==> config.mk <==
export PLATFORM = sky130hd
export DESIGN_NAME = ct_event_timer_flat
export DESIGN_NICKNAME = d
export VERILOG_FILES = /design/src/rtl/ct_pkg.sv /design/src/rtl/ct_event_timer_if.sv /design/src/rtl/ct_evt_fifo.sv /design/src/rtl/ct_event_timer.sv /design/src/flat_wrapper.sv
export SDC_FILE = /design/constraint.sdc
export NUM_CORES = 1
export LEC_CHECK = 0
export BUFFER_PORTS_ARGS = -buffer_cell sky130_fd_sc_hd__buf_2
export CORE_ASPECT_RATIO = 1.4
export CORE_UTILIZATION = 50
export CTS_BUF_LIST = sky130_fd_sc_hd__clkbuf_4 sky130_fd_sc_hd__clkbuf_8
export CTS_CLUSTER_DIAMETER = 60
export DETAILED_ROUTE_END_ITERATION = 6
export PLACE_DENSITY = 0.67
export SLEW_MARGIN = 25
export SYNTH_ARGS = -nofsm -noshare
export SYNTH_HDL_FRONTEND = slang
export SYNTH_HIERARCHICAL = 1
export SYNTH_SLANG_ARGS = --single-unit
==> constraint.sdc <==
create_clock -name clk -period 4.9 [get_ports clk]
set_clock_uncertainty 0.1 [all_clocks]
set_input_delay 0.49 -clock clk [delete_from_list [all_inputs] [get_ports clk]]
set_output_delay 0.49 -clock clk [all_outputs]
set_load 0.01 [all_outputs]
==> src/rtl/ct_pkg.sv <==
// Shared types and constants for the current-trigger event timer.
package ct_pkg;
    typedef enum logic [2:0] {
        S_IDLE,
        S_ARMED,
        S_QUAL,
        S_MEAS,
        S_HOLDOFF
    } state_e;

    localparam int CW_DEFAULT = 8;
    localparam int FIFO_DEPTH = 4;
endpackage

==> src/rtl/ct_event_timer_if.sv <==
// Host/comparator-side signal bundle of the event timer; slave = timer, master = host.
interface ct_event_timer_if
    import ct_pkg::*;
#(
    parameter int CW = CW_DEFAULT
);
    logic          ena;
    logic          trig_in;
    logic          arm;
    logic          rd_ack;
    logic [CW-1:0] width_out;
    logic [CW-1:0] evt_cnt;
    logic          valid;
    logic          busy;
    logic          overflow;

    modport master (
        output ena, trig_in, arm, rd_ack,
        input  width_out, evt_cnt, valid, busy, overflow
    );

    modport slave (
        input  ena, trig_in, arm, rd_ack,
        output width_out, evt_cnt, valid, busy, overflow
    );
endinterface

==> src/rtl/ct_evt_fifo.sv <==
// Small synchronous FIFO of captured widths; a pop and push in the same cycle
// always succeed, even when full.
module ct_evt_fifo
    import ct_pkg::*;
#(
    parameter int DW    = CW_DEFAULT,
    parameter int DEPTH = FIFO_DEPTH
) (
    input  logic          clk,
    input  logic          rst_n,
    input  logic          push_i,
    input  logic          pop_i,
    input  logic [DW-1:0] wdata_i,
    output logic [DW-1:0] rdata_o,
    output logic          full_o,
    output logic          empty_o
);
    localparam int AW   = $clog2(DEPTH);
    localparam int CNTW = AW + 1;

    logic [DEPTH-1:0][DW-1:0] mem_q;
    logic [AW-1:0]            wptr_q, rptr_q;
    logic [CNTW-1:0]          cnt_q;
    logic                     do_push, do_pop;

    assign full_o  = (cnt_q == CNTW'(DEPTH));
    assign empty_o = (cnt_q == '0);
    assign do_pop  = pop_i && !empty_o;
    assign do_push = push_i && (!full_o || do_pop);
    assign rdata_o = empty_o ? '0 : mem_q[rptr_q];

    always_ff @(posedge clk) begin
        if (!rst_n) begin
            mem_q  <= '0;
            wptr_q <= '0;
            rptr_q <= '0;
            cnt_q  <= '0;
        end else begin
            // When full, wptr == rptr: the slot being popped is reused as the new tail.
            if (do_push) begin
                mem_q[wptr_q] <= wdata_i;
                wptr_q        <= wptr_q + AW'(1);
            end
            if (do_pop) rptr_q <= rptr_q + AW'(1);
            cnt_q <= cnt_q + CNTW'(do_push) - CNTW'(do_pop);
        end
    end
endmodule

==> src/rtl/ct_event_timer.sv <==
// Comparator pulse qualifier / width timer with valid/ack result handshake.
// Define CT_EVT_FIFO_EN to buffer results in a 4-entry FIFO instead of one register.
module ct_event_timer
    import ct_pkg::*;
#(
    parameter int MIN_W   = 3,
    parameter int HOLDOFF = 4,
    parameter int CW      = CW_DEFAULT
) (
    input  logic              clk,
    input  logic              rst_n,
    ct_event_timer_if.slave   bus
);
    logic          sync1_q, trig_s_q;
    state_e        state_q;
    logic [CW-1:0] wcnt_q;
    logic [3:0]    qcnt_q;
    logic [7:0]    hcnt_q;
    logic [CW-1:0] evt_q, evt_d;
    logic          ovf_q, ovf_d;
    logic          go_idle, cap;

    assign go_idle = !bus.ena || !bus.arm;
    assign cap     = (state_q == S_MEAS) && !trig_s_q && !go_idle;

    always_ff @(posedge clk) begin
        if (!rst_n) begin
            sync1_q  <= 1'b0;
            trig_s_q <= 1'b0;
        end else begin
            sync1_q  <= bus.trig_in;
            trig_s_q <= sync1_q;
        end
    end

    always_ff @(posedge clk) begin
        if (!rst_n || go_idle) begin
            state_q <= S_IDLE;
            wcnt_q  <= '0;
            qcnt_q  <= '0;
            hcnt_q  <= '0;
        end else begin
            case (state_q)
                S_IDLE: state_q <= S_ARMED;
                S_ARMED: if (trig_s_q) begin
                    wcnt_q  <= CW'(1);
                    qcnt_q  <= 4'd1;
                    state_q <= (MIN_W == 1) ? S_MEAS : S_QUAL;
                end
                S_QUAL: if (!trig_s_q) begin
                    state_q <= S_ARMED;
                end else begin
                    if (wcnt_q != '1) wcnt_q <= wcnt_q + CW'(1);
                    qcnt_q <= qcnt_q + 4'd1;
                    if (qcnt_q + 4'd1 == 4'(MIN_W)) state_q <= S_MEAS;
                end
                S_MEAS: if (trig_s_q) begin
                    if (wcnt_q != '1) wcnt_q <= wcnt_q + CW'(1);
                end else begin
                    hcnt_q  <= '0;
                    state_q <= S_HOLDOFF;
                end
                S_HOLDOFF: if ({1'b0, hcnt_q} + 9'd1 >= 9'(HOLDOFF)) begin
                    state_q <= S_ARMED;
                end else begin
                    hcnt_q <= hcnt_q + 8'd1;
                end
                default: state_q <= S_IDLE;
            endcase
        end
    end

`ifdef CT_EVT_FIFO_EN
    logic          f_push, f_pop, f_full, f_empty;
    logic [CW-1:0] f_head;

    assign f_pop  = bus.rd_ack && !f_empty;
    assign f_push = cap && (!f_full || f_pop);

    ct_evt_fifo #(.DW(CW), .DEPTH(FIFO_DEPTH)) u_fifo (
        .clk     (clk),
        .rst_n   (rst_n),
        .push_i  (f_push),
        .pop_i   (f_pop),
        .wdata_i (wcnt_q),
        .rdata_o (f_head),
        .full_o  (f_full),
        .empty_o (f_empty)
    );

    always_comb begin
        evt_d = evt_q;
        ovf_d = ovf_q;
        if (cap) begin
            evt_d = evt_q + CW'(1);
            if (f_full && !f_pop) ovf_d = 1'b1;
        end
        if (go_idle) begin
            evt_d = '0;
            ovf_d = 1'b0;
        end
    end

    assign bus.width_out = f_head;
    assign bus.valid     = !f_empty;
`else
    logic [CW-1:0] width_q, width_d;
    logic          valid_q, valid_d;

    always_comb begin
        evt_d   = evt_q;
        ovf_d   = ovf_q;
        width_d = width_q;
        valid_d = valid_q;
        if (bus.rd_ack && valid_q) valid_d = 1'b0;
        if (cap) begin
            evt_d = evt_q + CW'(1);
            if (!valid_q || bus.rd_ack) begin
                width_d = wcnt_q;
                valid_d = 1'b1;
            end else begin
                ovf_d = 1'b1;
            end
        end
        // Result register survives an abort; counters and overflow do not.
        if (go_idle) begin
            evt_d = '0;
            ovf_d = 1'b0;
        end
    end

    always_ff @(posedge clk) begin
        if (!rst_n) begin
            width_q <= '0;
            valid_q <= 1'b0;
        end else begin
            width_q <= width_d;
            valid_q <= valid_d;
        end
    end

    assign bus.width_out = width_q;
    assign bus.valid     = valid_q;
`endif

    always_ff @(posedge clk) begin
        if (!rst_n) begin
            evt_q <= '0;
            ovf_q <= 1'b0;
        end else begin
            evt_q <= evt_d;
            ovf_q <= ovf_d;
        end
    end

    assign bus.evt_cnt  = evt_q;
    assign bus.overflow = ovf_q;
    assign bus.busy     = (state_q == S_QUAL) || (state_q == S_MEAS) || (state_q == S_HOLDOFF);
endmodule
==> src/flat_wrapper.sv <==
// flat-port wrapper written by rule: the top's interface ports become plain ports
module ct_event_timer_flat import ct_pkg::*;
#(
    parameter int MIN_W   = 3,
    parameter int HOLDOFF = 4,
    parameter int CW      = CW_DEFAULT
)
  (clk, rst_n, bus_ena, bus_trig_in, bus_arm, bus_rd_ack, bus_width_out, bus_evt_cnt, bus_valid, bus_busy, bus_overflow);
  ct_event_timer_if #(.CW(CW)) bus_i ();
  input  logic clk;
  input  logic rst_n;
  input wire logic [$bits(bus_i.ena)-1:0] bus_ena;
  input wire logic [$bits(bus_i.trig_in)-1:0] bus_trig_in;
  input wire logic [$bits(bus_i.arm)-1:0] bus_arm;
  input wire logic [$bits(bus_i.rd_ack)-1:0] bus_rd_ack;
  output wire logic [$bits(bus_i.width_out)-1:0] bus_width_out;
  output wire logic [$bits(bus_i.evt_cnt)-1:0] bus_evt_cnt;
  output wire logic [$bits(bus_i.valid)-1:0] bus_valid;
  output wire logic [$bits(bus_i.busy)-1:0] bus_busy;
  output wire logic [$bits(bus_i.overflow)-1:0] bus_overflow;
  assign bus_i.ena = bus_ena;
  assign bus_i.trig_in = bus_trig_in;
  assign bus_i.arm = bus_arm;
  assign bus_i.rd_ack = bus_rd_ack;
  assign bus_width_out = bus_i.width_out;
  assign bus_evt_cnt = bus_i.evt_cnt;
  assign bus_valid = bus_i.valid;
  assign bus_busy = bus_i.busy;
  assign bus_overflow = bus_i.overflow;
  ct_event_timer #(.MIN_W(MIN_W), .HOLDOFF(HOLDOFF), .CW(CW)) u_core (.clk(clk), .rst_n(rst_n), .bus(bus_i));
endmodule
== Yosys cells after proc, flatten, opt, wreduce, memory -nomap -nowiden ==
Cells that the tools add are included.
W data, S select, Z words.
Storage, ports and cells
  register bits after elaboration: 43
  output and inout port bits: 19
  logic and storage cells: 77
Cells by class
  $add $sub $neg: 5
  $lt $le $gt $ge: 1
  eq/ne operators: 14
  mux-type cells: 19
  bitwise operators: 2
  reduce and logical (&&, ||, !) cells: 26
Operators with widths (count)
  $mux W8: 5
  $pmux W8 S2: 2
  $add A8 B1 Y8 const B: 3
  $mux W3: 5
  $pmux W3 S5: 1
  $ne A2 B1 Y1 const B: 5
  $add A8 B1 Y9 const B: 1
  $ge A9 B3 Y1 const B: 1
  $mux W4: 2
  $ne A8 B8 Y1 const B: 1
  $pmux W4 S2: 1
  $reduce_and A4 Y1: 2
  $eq A3 B2 Y1 const B: 2
  $logic_not A1 Y1: 6
  $reduce_and A3 Y1: 2
  $reduce_bool A2 Y1: 3
  $logic_or A1 B1 Y1: 5
  $add A4 B1 Y4 const B: 1
  $eq A4 B2 Y1 const B: 1
  $ne A2 B2 Y1 const B: 2
  $reduce_and A2 Y1: 2
  $reduce_or A2 Y1: 2
  $eq A3 B1 Y1 const B: 1
  $eq A3 B3 Y1 const B: 1
  5 further kinds: 10

== Longest topological paths before layout ==
Gate-level depths: netlist of run 1.
  depth after elaboration: 5
  gate-level depth with buffers: 7
  depth with buffers taken out: 6

== Worst setup path before layout of run 1 ==
OpenSTA, ideal clock, no wires.
  path kind: register to register
  start point: register u_core.hcnt_q[0]
  end point: register u_core.hcnt_q[2]
  library setup time: 115 ps
  data arrival time: 1481 ps
  required time: 4685 ps
  setup slack: 3204 ps
  stages on the path, launching flop included: 6
  buffers on the path: 0
  period minus slack after synthesis: 1696 ps
  cell sequence: dfxtp_1 -> ha_1 -> or4_1 -> a21oi_2 -> a311oi_4 -> and2_1
Between the ends
  cells in the longest elaborated chain, start to end: 4
Ends and longest elaborated chain
  from (decl): RTL line ct_event_timer.sv:18  | logic [7:0] hcnt_q;
  from (signal assigned): RTL line ct_event_timer.sv:66  | hcnt_q <= hcnt_q + 8'd1;
  $add A8 B1 Y9: RTL line ct_event_timer.sv:63  | S_HOLDOFF: if ({1'b0, hcnt_q} + 9'd1 >= 9'(HOLDOFF)) begin
  $ge A9 B3 Y1: RTL line ct_event_timer.sv:63
  $ne A2 B2 Y1 (no source line)
  $reduce_and A3 Y1 (no source line)
Parallel ways exist; a longest one is shown, timed or not. The select of a mux whose other input is x is not followed.
A chain may end at the register's enable or synchronous reset.

== Final worst setup path of run 1 ==
  start point: register u_core.state_q[1]
  end point: register u_core.evt_q[4], in the netlist u_core/bus.evt_cnt[4]
Between the ends
  cells in the longest elaborated chain, start to end: 3
Ends and longest elaborated chain
  from (decl): RTL line ct_event_timer.sv:15  | state_e state_q;
  from (signal assigned): RTL line ct_event_timer.sv:48  | state_q <= (MIN_W == 1) ? S_MEAS : S_QUAL;
  $eq A3 B2 Y1: RTL line ct_event_timer.sv:24  | assign cap = (state_q == S_MEAS) && !trig_s_q && !go_idle;
  $logic_and A1 B1 Y1 (2 in series): RTL line ct_event_timer.sv:24
  to (signal assigned): RTL line ct_event_timer.sv:151  | evt_q <= evt_d;
  to (decl): RTL line ct_event_timer.sv:19  | logic [CW-1:0] evt_q, evt_d;
Every way passes these cells.

==> run summary, run 1 <==
run status: finished, final reports clean
peak supply drop: 0.2165 mV
post-layout minimum cycle time: 2.111 ns
Rel. slew slack: 52.54%
slew of the pin with the lowest slew margin: 0.7099 ns
RSZ-0062 raised after global routing: no
Worst Path Max Fanout: 15
Synth top area share: 42.57%
root buf cell: clkbuf_8
Post-synth EDFFs: 0
clock latency on the worst-skew pair: 0.29 ns
fmax: 0.4736 GHz
Vias/cell: 5.628
setup TNS: 0 ns
Tcrit/Tclk final: 43.09%
Post-Syn Instances: 213
die area: 4306 sq um
Syn Nets: 224
gr usage total: 19.00%
Commonest cells post-synth: dfxtp_1, nor2_1, nand2_1
Place WS: 2.758 ns
Final #Nets: 249
worst r2r src: u_core/state_q[1]$_SDFFE_PP0P_
fillers: 355
GP Congestion: 0.8076
DP HPWL: 2.695 mm
Initial Util: 51.60%
routed via count: 1,587
Worst Setup End Kind: flip-flop
Hold Path Class: primary input to flip-flop
synthesized area: 2022 sq um
Worst Setup Start Kind: flip-flop
Antenna Cells: 0
flops & latches, synth: 43
first-pass GRT wire length: 6.630 mm
post-synth cell types: 49
cts hold-fix bufs: 0
DRT antenna net count: 0
ratio of cells with drive above 1 in the final layout: 17.15%
setup bufs post-CTS: 0
Worst Path Required: 4.95 ns
clk slew on worst S/H paths: 0.08 ns
max cap viols: 0
worst setup margin: 2.789 ns
Core Footprint: 3919 sq um
CTS tree: built
row count: 27
Max Slew Vio Count: 0
FF/Latch Area: 860.8 sq um
min-delay src: bus_trig_in
Port Buffers: 24
worst endpoint data arrival time: 2.16 ns
htree depth: 2
# clock sinks: 43
number of global-route vias before repair: 1,452
Iter 0 DRT Violations: 66
crit path launch: u_core/state_q[1]$_SDFFE_PP0P_
# DRC: 0
Pwr per Cell Area: 261.1 nW/um^2
Max Root-Sink Buffers: 2
dominant cell type by area after synthesis: dfxtp_1
initial antenna violation count: 0
drt pass-1 iters: 4
top-count cell post-synth: dfxtp_1
Seq/Total Area, Yosys: 42.57%
post_cts resized: 0
grt ovf: 0
routed wire length: 3.714 mm
largest net degree at the start of global routing: 18
Chip Height: 77.24 um
most area-consuming cells after synthesis: dfxtp_1, mux2i_1, xor2_1
number of CTS-inserted buffers: 5
I/O pins: 25
critical path type: flip-flop to flip-flop
area of the multi-input gates: 1112 sq um
Area growth, synth to finish: 11.32%
chip width: 55.75 um
syn_area_per_cell: 9.493 sq um
Synth Warn #: 6
Leakage: 0.8423 nW
Async S/R FF share, synth: 0%
Hold Fails Final Rpt: 0
Design Power: 0.0005878 W
setup violators final: 0
DR WL/cell: 13.17 um
ys flop type: dfxtp_1
flip-flops by register name, indices dropped and copies added (netlist names):
name	cells
u_core/qcnt_q	4
u_core/bus.overflow	1
u_core/state_q	3
u_core/bus.width_out	8
u_core/bus.valid	1
u_core/trig_s_q	1
u_core/bus.evt_cnt	8
u_core/hcnt_q	8
u_core/sync1_q	1
u_core/wcnt_q	8
kinds of logic (layout without fill, tap and decap cells):
| logic type | Yosys count | after routing | synth area share, % |
|---|---|---|---|
| buffers and inverters | 10 | 36 | 2.413 |
| AO/OA/AOI/OAI | 40 | 40 | 14.79 |
| multiplexers | 10 | 10 | 4.951 |
| flip-flops | 43 | 43 | 42.57 |
| XOR/XNOR | 15 | 15 | 6.497 |
| AND/OR/NAND/NOR | 90 | 90 | 25.68 |
| adder cells (fa/ha/maj) | 5 | 5 | 3.094 |
power by group:
part | switching (W) | internal, W
Combinational | 0.00000913 | 0.00000545
Sequential | 0.00000203 | 0.000350
Clock | 0.000116 | 0.000105
Total | 0.000127 | 0.000461
path summary, 6_finish.rpt:
check / to / depth (start not counted) / slack (ns)
worst max-delay path: u_core/bus.evt_cnt[4]$_SDFFE_PP0P_ / 5 / 2.79
worst max register to register: u_core/bus.evt_cnt[4]$_SDFFE_PP0P_ / 5 / 2.79
worst min-delay path: u_core/sync1_q$_SDFF_PN0_ / 2 / 0.30
worst min register to register: u_core/trig_s_q$_SDFF_PN0_ / 1 / 0.34
layer usage:
layer  vias up  routed length [um]  global-route usage (%)
li1        813                   -                       -
met1       740                1696                   23.84
met2        26                1831                   31.93
met3         8                 111                   3.879
met4         0                  74                   6.750
met5         -                   0                       0
layout make-up:
| cell class | count | area share (%) |
|---|---|---|
| Sequential cell | 43 | 38.24 |
| Inverter | 4 | 0.6670 |
| Clock buffer | 6 | 3.391 |
| Tap cell | 43 | 2.390 |
| Multi-Input combinational cell | 160 | 49.42 |
| Timing Repair Buffer | 24 | 5.336 |
| Clock inverter | 2 | 0.5559 |
metrics by stage:
step           hold slack [ns]  instance area [sq um]  util (%)  instances
2_1_floorplan           0.3119                   2022         -        213
3_3_place_gp            0.3205                   2162     55.17        274
3_5_place_dp            0.3271                   2162     55.17        274
4_1_cts                 0.2906                   2251     57.44        282
5_1_grt                 0.3254                   2251     57.44        282
6_report                0.2984                   2251     57.44        282
layout by cell type, fill, tap and decap left out, types with 2 or more instances in the layout:
master	n
a211oi_1	2
a21oi_1	10
and2_1	11
and3_1	7
buf_2	24
clkbuf_8	5
dfxtp_1	43
ha_1	5
inv_1	4
mux2i_1	10
nand2_1	13
nand3_1	6
nand4_1	8
nor2_1	18
nor2b_1	11
nor3_1	3
o21a_1	3
o21ai_0	8
or3_1	3
xnor2_1	5
xor2_1	10
worst max-delay path: stages, from the launching register on:
cell	delay, ns
dfxtp_1	0.64
and4bb_1	0.53
and3_1	0.31
nand4_1	0.13
xor2_1	0.18
nor2_1	0.07
(Power assumes the default switching activity.)
==> inputs of run 2 (changes only) <==
clock period = 2 ns   (was 4.9 ns; I/O delays follow)
==> run 2 against run 1 <==
Critical path depth did not move. Register-to-register slack worse by 2.6 ns. Count of clock-buffer cells in the layout is the same. Largest cell class unchanged. Highest routed layer unchanged.
==> run summary, run 2 (same netlist as run 1, synthesis figures left out) <==
clock latency on the worst-skew pair: 0.29 ns
max cap viols: 0
row count: 27
chip width: 55.75 um
I/O pins: 25
Hold Fails Final Rpt: 0
Worst Setup Start Kind: flip-flop
setup violators final: 0
Tcrit/Tclk final: 90.05%
Pwr per Cell Area: 728.1 nW/um^2
drt pass-1 iters: 5
Worst Path Max Fanout: 7
run status: finished, final reports clean
GP Congestion: 0.8698
worst endpoint data arrival time: 1.90 ns
Iter 0 DRT Violations: 44
Chip Height: 77.24 um
root buf cell: clkbuf_8
routed wl met2: 2.048 mm
gr usage total: 19.82%
commonest non-fill, non-tap cells in the layout: dfxtp_1, buf_2, nor2_1
Max Slew Vio Count: 0
DR WL met3: 145 um
Max Root-Sink Buffers: 2
most common cell after layout, fill and taps aside: dfxtp_1
die area: 4306 sq um
Worst Setup End Kind: flip-flop
ratio of cells with drive above 1 in the final layout: 19.51%
Core Footprint: 3919 sq um
dpl cell area: 2215 sq um
max layer used: met4
Port Buffers: 24
first-pass GRT wire length: 6.927 mm
peak supply drop: 0.7664 mV
register share of total power: 50.3%
htree depth: 2
number of CTS-inserted buffers: 5
worst setup margin: 0.1990 ns
routed wire length: 4.037 mm
setup bufs post-CTS: 0
logic gate share of total power: 2.5%
DR WL/cell: 13.97 um
DP HPWL: 2.827 mm
initial antenna violation count: 0
clk slew on worst S/H paths: 0.08 ns
Antenna Cells: 0
design area: 2351 sq um
Psw: 0.0003238 W
routed via count: 1,637
switch share: 18.92%
Hold WS: 0.02712 ns
grt ovf: 0
Clk network pwr share: 47.1%
P_int: 0.001388 W
number of global-route vias before repair: 1,531
met1 wire length: 1.824 mm
Final #Nets: 256
post_cts resized: 0
RSZ-0062 raised after global routing: no
DRT antenna net count: 0
largest net degree at the start of global routing: 15
CTS tree: built
slew of the pin with the lowest slew margin: 0.5074 ns
Area growth, synth to finish: 16.27%
critical path type: flip-flop to flip-flop
fmax: 0.5553 GHz
post-layout minimum cycle time: 1.801 ns
Place WS: 0.2242 ns
# clock sinks: 43
Initial Util: 51.60%
Hold Path Class: primary input to flip-flop
Worst Path Required: 2.09 ns
Leakage: 0.9011 nW
# DRC: 0
setup TNS: 0 ns
Rel. slew slack: 66.10%
cts hold-fix bufs: 0
Vias/cell: 5.664
run 2: cell count changes in the layout (fill, tap and decap cells not counted), sizes merged:
cell / before / now
bufinv: 0 / 2
buf: 24 / 31
clkinv: 1 / 0
clkinvlp: 1 / 0
run 2: per-layer routing:
layer,GRT usage (%),up-vias
met1,22.63,779
met4,6.250,0
met3,4.384,2
met2,36.02,32
li1,-,824
met5,0,-
run 2: area by class of cell:
cell class / count / area (sq um)
Tap cell: 43 / 53.80
Sequential cell: 43 / 860.8
Clock inverter: 2 / 60.06
Timing Repair Buffer: 31 / 172.7
Inverter: 4 / 15.01
Multi-Input combinational cell: 160 / 1112
Clock buffer: 6 / 76.32
Fill cell: 334 / 1568
run 2: final timing paths:
path                            depth (start not counted)                             to                          start  slack (ns)
worst max register to register                          5  u_core/hcnt_q[7]$_SDFFE_PP0P_  u_core/hcnt_q[0]$_SDFFE_PP0P_        0.20
worst min register to register                          1     u_core/trig_s_q$_SDFF_PN0_      u_core/sync1_q$_SDFF_PN0_        0.36
worst max-delay path                                    5  u_core/hcnt_q[7]$_SDFFE_PP0P_  u_core/hcnt_q[0]$_SDFFE_PP0P_        0.20
worst min-delay path                                    2      u_core/sync1_q$_SDFF_PN0_                    bus_trig_in        0.03
run 2: worst max-delay path, stage by stage, from the launching register on:
cell and delay [ns]:
dfxtp_1 0.35, ha_1 0.24, or4_1 0.43, a21oi_2 0.24, a311oi_4 0.16, and2_1 0.19
run 2: power groups by stage:
stage	combinational, W	sequential [W]	clock, W
after global placement	0.0000430	0.000882	0
after floorplan	0.0000249	0.000880	0
after detailed placement	0.0000432	0.000882	0
after CTS	0.0000436	0.000861	0.000822
after global routing	0.0000480	0.000862	0.000850
final	0.0000435	0.000861	0.000807
run 2: stage by stage:
step | cells | power, W | util (%)
final | 289 | 0.001712 | 59.99
after global routing | 289 | 0.001759 | 59.99
after CTS | 289 | 0.001727 | 59.99
after detailed placement | 281 | 0.0009248 | 56.51
after global placement | 281 | 0.0009245 | 56.51
after floorplan | 213 | 0.0009052 | -
